==> config.mk <==
export PLATFORM = sky130hd
export DESIGN_NAME = mac_feeder
export DESIGN_NICKNAME = d
export VERILOG_FILES = /design/src/rtl/mac_feeder.sv
export SDC_FILE = /design/constraint.sdc
export NUM_CORES = 1
export LEC_CHECK = 0
export CAP_MARGIN = 20
export CORE_AREA = 5 5 79 96
export CTS_BUF_LIST = sky130_fd_sc_hd__clkbuf_2 sky130_fd_sc_hd__clkbuf_4 sky130_fd_sc_hd__clkbuf_8
export CTS_CLUSTER_SIZE = 30
export DETAILED_ROUTE_END_ITERATION = 16
export DIE_AREA = 0 0 84 101
export PLACE_DENSITY = 0.85
export SLEW_MARGIN = 5
export SYNTH_ARGS = -nofsm -noshare
export SYNTH_HDL_FRONTEND = slang
export SYNTH_SLANG_ARGS = --single-unit
==> constraint.sdc <==
create_clock -name clk -period 3.4 [get_ports clk]
set_input_delay 0.51 -clock clk [delete_from_list [all_inputs] [get_ports clk]]
set_output_delay 0.51 -clock clk [all_outputs]
set_load 0.02 [all_outputs]
==> src/rtl/mac_feeder.sv <==
// Dot-product sequencer: clears the MAC, streams len operand pairs into it, and holds the accumulated result.
// Operands reach the MAC 1 cycle after each handshake; the result stays in HOLD until res_ready, and in_ready is high only in FEED.
`ifndef DATA_WIDTH
`define DATA_WIDTH 16
`endif

module mac_feeder #(
  parameter int DATA_WIDTH = `DATA_WIDTH,
  parameter int LEN_WIDTH  = 8,
  parameter int MAC_LAT    = 1
) (
  input  logic                  clk,
  input  logic                  rst,
  input  logic                  start,
  input  logic [LEN_WIDTH-1:0]  len,
  output logic                  busy,
  input  logic                  in_valid,
  output logic                  in_ready,
  input  logic [DATA_WIDTH-1:0] in_a,
  input  logic [DATA_WIDTH-1:0] in_b,
  output logic [DATA_WIDTH-1:0] mac_a,
  output logic [DATA_WIDTH-1:0] mac_b,
  output logic                  mac_en,
  output logic                  mac_clr,
  input  logic [DATA_WIDTH-1:0] mac_acc,
  output logic                  res_valid,
  input  logic                  res_ready,
  output logic [DATA_WIDTH-1:0] res_data
);

  localparam int DRN_W = (MAC_LAT < 1) ? 1 : $clog2(MAC_LAT + 1);

  typedef enum logic [1:0] {IDLE, FEED, DRAIN, HOLD} state_t;

  state_t                state_q, state_d;
  logic [LEN_WIDTH-1:0]  len_q, len_d;
  logic [LEN_WIDTH-1:0]  cnt_q, cnt_d;
  logic [LEN_WIDTH-1:0]  cnt_inc;
  logic [DRN_W-1:0]      drn_q, drn_d;
  logic [DATA_WIDTH-1:0] mac_a_q, mac_a_d;
  logic [DATA_WIDTH-1:0] mac_b_q, mac_b_d;
  logic                  mac_en_q, mac_en_d;
  logic                  mac_clr_q, mac_clr_d;
  logic                  res_valid_q, res_valid_d;
  logic [DATA_WIDTH-1:0] res_data_q, res_data_d;

  assign cnt_inc = cnt_q + LEN_WIDTH'(1);

  always_ff @(posedge clk or posedge rst) begin
    if (rst) begin
      state_q     <= IDLE;
      len_q       <= '0;
      cnt_q       <= '0;
      drn_q       <= '0;
      mac_a_q     <= '0;
      mac_b_q     <= '0;
      mac_en_q    <= 1'b0;
      mac_clr_q   <= 1'b0;
      res_valid_q <= 1'b0;
      res_data_q  <= '0;
    end else begin
      state_q     <= state_d;
      len_q       <= len_d;
      cnt_q       <= cnt_d;
      drn_q       <= drn_d;
      mac_a_q     <= mac_a_d;
      mac_b_q     <= mac_b_d;
      mac_en_q    <= mac_en_d;
      mac_clr_q   <= mac_clr_d;
      res_valid_q <= res_valid_d;
      res_data_q  <= res_data_d;
    end
  end

  always_comb begin
    state_d     = state_q;
    len_d       = len_q;
    cnt_d       = cnt_q;
    drn_d       = drn_q;
    mac_a_d     = mac_a_q;
    mac_b_d     = mac_b_q;
    mac_en_d    = 1'b0;
    mac_clr_d   = 1'b0;
    res_valid_d = res_valid_q;
    res_data_d  = res_data_q;
    unique case (state_q)
      IDLE: begin
        if (start) begin
          if (len != '0) begin
            len_d     = len;
            cnt_d     = '0;
            mac_clr_d = 1'b1;
            state_d   = FEED;
          end else begin
            // Empty job: skip the MAC entirely and report a zero result.
            res_data_d  = '0;
            res_valid_d = 1'b1;
            state_d     = HOLD;
          end
        end
      end
      FEED: begin
        if (in_valid) begin
          mac_a_d  = in_a;
          mac_b_d  = in_b;
          mac_en_d = 1'b1;
          cnt_d    = cnt_inc;
          if (cnt_inc == len_q) begin
            drn_d   = '0;
            state_d = DRAIN;
          end
        end
      end
      DRAIN: begin
        // Wait out the last mac_en cycle plus the MAC pipeline before sampling.
        if (drn_q == DRN_W'(MAC_LAT)) begin
          res_data_d  = mac_acc;
          res_valid_d = 1'b1;
          state_d     = HOLD;
        end else begin
          drn_d = drn_q + DRN_W'(1);
        end
      end
      HOLD: begin
        if (res_ready) begin
          res_valid_d = 1'b0;
          state_d     = IDLE;
        end
      end
      default: state_d = IDLE;
    endcase
  end

  assign busy      = (state_q != IDLE);
  assign in_ready  = (state_q == FEED);
  assign mac_a     = mac_a_q;
  assign mac_b     = mac_b_q;
  assign mac_en    = mac_en_q;
  assign mac_clr   = mac_clr_q;
  assign res_valid = res_valid_q;
  assign res_data  = res_data_q;

endmodule
==> key figures <==
Yosys
  – Syn avg cell area: 12.7 µm²
  – Synth area leader: dfrtp_1
  – Main combinational cell family by area after synthesis: multiplexers
  – Synth top area share: 0.565
  – Yosys cell types: 43
  – Register area share after synthesis: 0.565
  – Adder-Cell Fraction of Synth Area: 0.0202
  – Mux cell area share after synthesis: 0.164
  – Post-synthesis register bit count: 70
  – Post-Syn Instances: approximately 240
  – Yosys warns: 0
  – Complex-gate fraction of the synthesized area: 0.131
  – Net count after synthesis: 310
  – Synth Area in Simple Gates: 0.0706
  – Post-synthesis xor/xnor area fraction: 0.0170
  – Synth area leaders: dfrtp_1, mux2_2, a22o_1
  – Top FF cell, synth: dfrtp_1
  – Post-synth EDFFs: 0
  – Synth Cell Area: roughly 3100 µm²
  – Asr flop ratio synth: 1.00

Detailed routing
  – DRC: 0
  – Vias per cell: between 5 and 6
  – WL/cell: roughly 17 µm
  – Post-route ant nets: 0
  – Drt first pass iters: 4
  – Via count: ~2,400
  – DR iter-0 viols: 96
  – Final WL: 7530 µm

Hold path
  – Min-delay worst type: reg2reg

CTS
  – Post-CTS setup buffer count: 0
  – H-tree lvl count: 3
  – CTS Buf Count: 9
  – Clk sink count: 70
  – CTS tree: built
  – Root Driver: clkbuf_8
  – Hold-fix buffers, CTS: 0
  – CTS Buffer Depth: 2
  – Post-CTS sizing: 0
  – Skew-Pair Late Insertion Delay: 340 ps
  – Clock-pin slew on the worst setup and hold paths: 70 ps

Layout
  – Register area: 1750 µm²
  – Multi-input gate area: 1250 µm²
  – Final #Nets: 425
  – Layout cell share with drive strength beyond 1: 0.184
  – Total of fill cells in the finished design: 479
  – Ant. Diodes: 0
  – Synth-to-layout area growth: 46.6%
  – Final Non-Filler Cells: 451

Timing
  – Clk_skew: 7.75 ps
  – Setup TNS: 0 ps
  – Slew Viols, Final: 0
  – Final worst-path cycle share: 0.764
  – Final hold violations: 0
  – Unrepaired setup endpoints after global routing: false
  – Slew margin rel.: 0.480
  – Final min period: 2600 ps
  – Worst Tran Pin Value: 779 ps
  – Fmax: 0.385 GHz
  – Final setup viols: 0

Critical path
  – CP max-delay cell: clkdlybuf4s50_1
  – Endpoint class of the critical path: primary output
  – CP required: ~2900 ps
  – Max incr delay on CP: roughly 720 ps
  – CP arrival: ~2100 ps
  – CP Class: reg2out
  – Crit-path cells: inv_1 -> ha_1 -> clkdlybuf4s50_1
  – Nature of the critical path startpoint: flop
  – CP max FO: 14

Die
  – Initial Util: 0.469
  – Die H: 101 µm
  – Die area: 8480 µm²
  – Core area: 6610 µm²
  – IO Pins: 114
  – Die width: 84 µm
  – Site Rows: 33

Placement
  – GP Congestion: 0.860
  – Dpl cells: 435
  – Dpl hpwl: 5670 µm
  – PortBufs: 113

Power
  – PwrDens: 919 nW/µm²
  – Worst ir drop on vdd: 0.597 mV
  – LEAKAGE: 1.95 nW

GRT
  – Grt total ovfl: 0
  – Antenna violations before repair: 0
  – Gr usage total: 0.179
  – Largest net degree at the start of global routing: 39
  – Vias in the first global route: 2,424
  – First-pass GRT wire length: 12,000 µm

Outcome
  – Status: completed

Job
  – MaxCap Viol Count: 0
through the flow:
| stage | instance area (µm²) | hold WS, ps | utilization | power, W | worst slack (ps) |
|---|---|---|---|---|---|
| floorplan | 3100 | 495 | - | 0.00260 | 1120 |
| global placement | 4320 | 486 | 0.654 | 0.00338 | 751 |
| detailed placement | 4320 | 492 | 0.654 | 0.00345 | 696 |
| CTS | 4540 | 509 | 0.688 | 0.00421 | 819 |
| global route | 4540 | 520 | 0.688 | 0.00440 | 667 |
| finish | 4540 | 505 | 0.688 | 0.00418 | 801 |
routing by layer:
layer  routed length, µm  up-vias  GRT usage
met2                3820      113      0.293
met5                   0        -          0
met1                3060     1170      0.219
met3                 375       24     0.0327
li1                    -     1123          -
met4                 278        0      0.111
sequential cells by signal, indices dropped and copies added (netlist names):
name	count
mac_en	1
drn_q	1
mac_clr	1
mac_b	16
mac_a	16
cnt_q	8
len_q	8
res_data	16
res_valid	1
state_q	2
synth_stat cells, drive strengths merged, types with 2 or more instances:
library cell,number
o21a,3
or4,2
inv,10
a21oi,6
mux2,42
clkbuf,4
nand4,3
buf,9
nand2,15
mux2i,3
ha,5
nor2b,4
nor3,3
nor2,3
a21o,2
xor2,5
a22o,22
nand3,6
dfrtp,70
o31ai,2
o21ai,9
layout make-up:
type	instances	area share
clock buffers	10	0.0289
clock inverters	6	0.0207
inverters	10	0.00826
multi-input cells	151	0.274
flip-flops and latches	70	0.386
well taps	87	0.0240
repair buffers	117	0.258
final timing paths:
path                                         from                endpoint  slack (ps)  cells past startpoint
max in group asynchronous                     rst    len_q[6]$_DFFE_PP0P_        2100                      3
hold reg to reg              mac_a[8]$_DFFE_PP0P_    mac_a[8]$_DFFE_PP0P_         500                      1
min in group asynchronous                     rst    mac_b[7]$_DFFE_PP0P_         660                      2
setup reg to reg             cnt_q[0]$_DFFE_PP0P_  state_q[0]$_DFFE_PP0P_         970                      7
hold / removal               mac_a[8]$_DFFE_PP0P_    mac_a[8]$_DFFE_PP0P_         500                      1
setup / recovery           state_q[1]$_DFFE_PP0P_                in_ready         800                      3
cells by family (layout without fill, tap and decap cells):
logic type,Yosys count,after routing
adders and majority gates,5,5
DFF,70,70
AOI/OAI and AO/OA,53,53
muxes,45,45
xor gates and xnor gates,6,6
buffers and inverters,23,143
and+or+nand+nor,42,42
critical path, delay by kind of cell (launching register included):
| family | cells | cell delay [ps] |
|---|---|---|
| fa+ha+maj | 1 | 530 |
| buf+inv | 2 | 820 |
| flops | 1 | 400 |
cells in the final DEF, fill, tap and decap left out, types with 3 or more instances in the layout:
cell	Yosys	layout
clkdlybuf4s50_1	0	113
dfrtp_1	70	70
mux2_2	41	41
a22o_1	22	22
nand2_1	15	15
inv_1	10	9
clkbuf_8	0	9
o21ai_0	8	8
nand3_1	6	6
xor2_1	5	5
a21oi_1	5	5
ha_1	5	5
nor2b_1	4	4
nand4_1	3	3
nor2_1	3	3
o21a_1	3	3
nor3_1	3	3
mux2i_1	3	3
buf_4	0	3
power breakdown:
part	total [W]	internal, W	switching [W]
sequential	0.00141	0.00119	0.000218
combinational	0.00202	0.00106	0.000964
clock	0.000747	0.000426	0.000321
total	0.00418	0.00267	0.00150
Power figures use the tool's default switching activity.
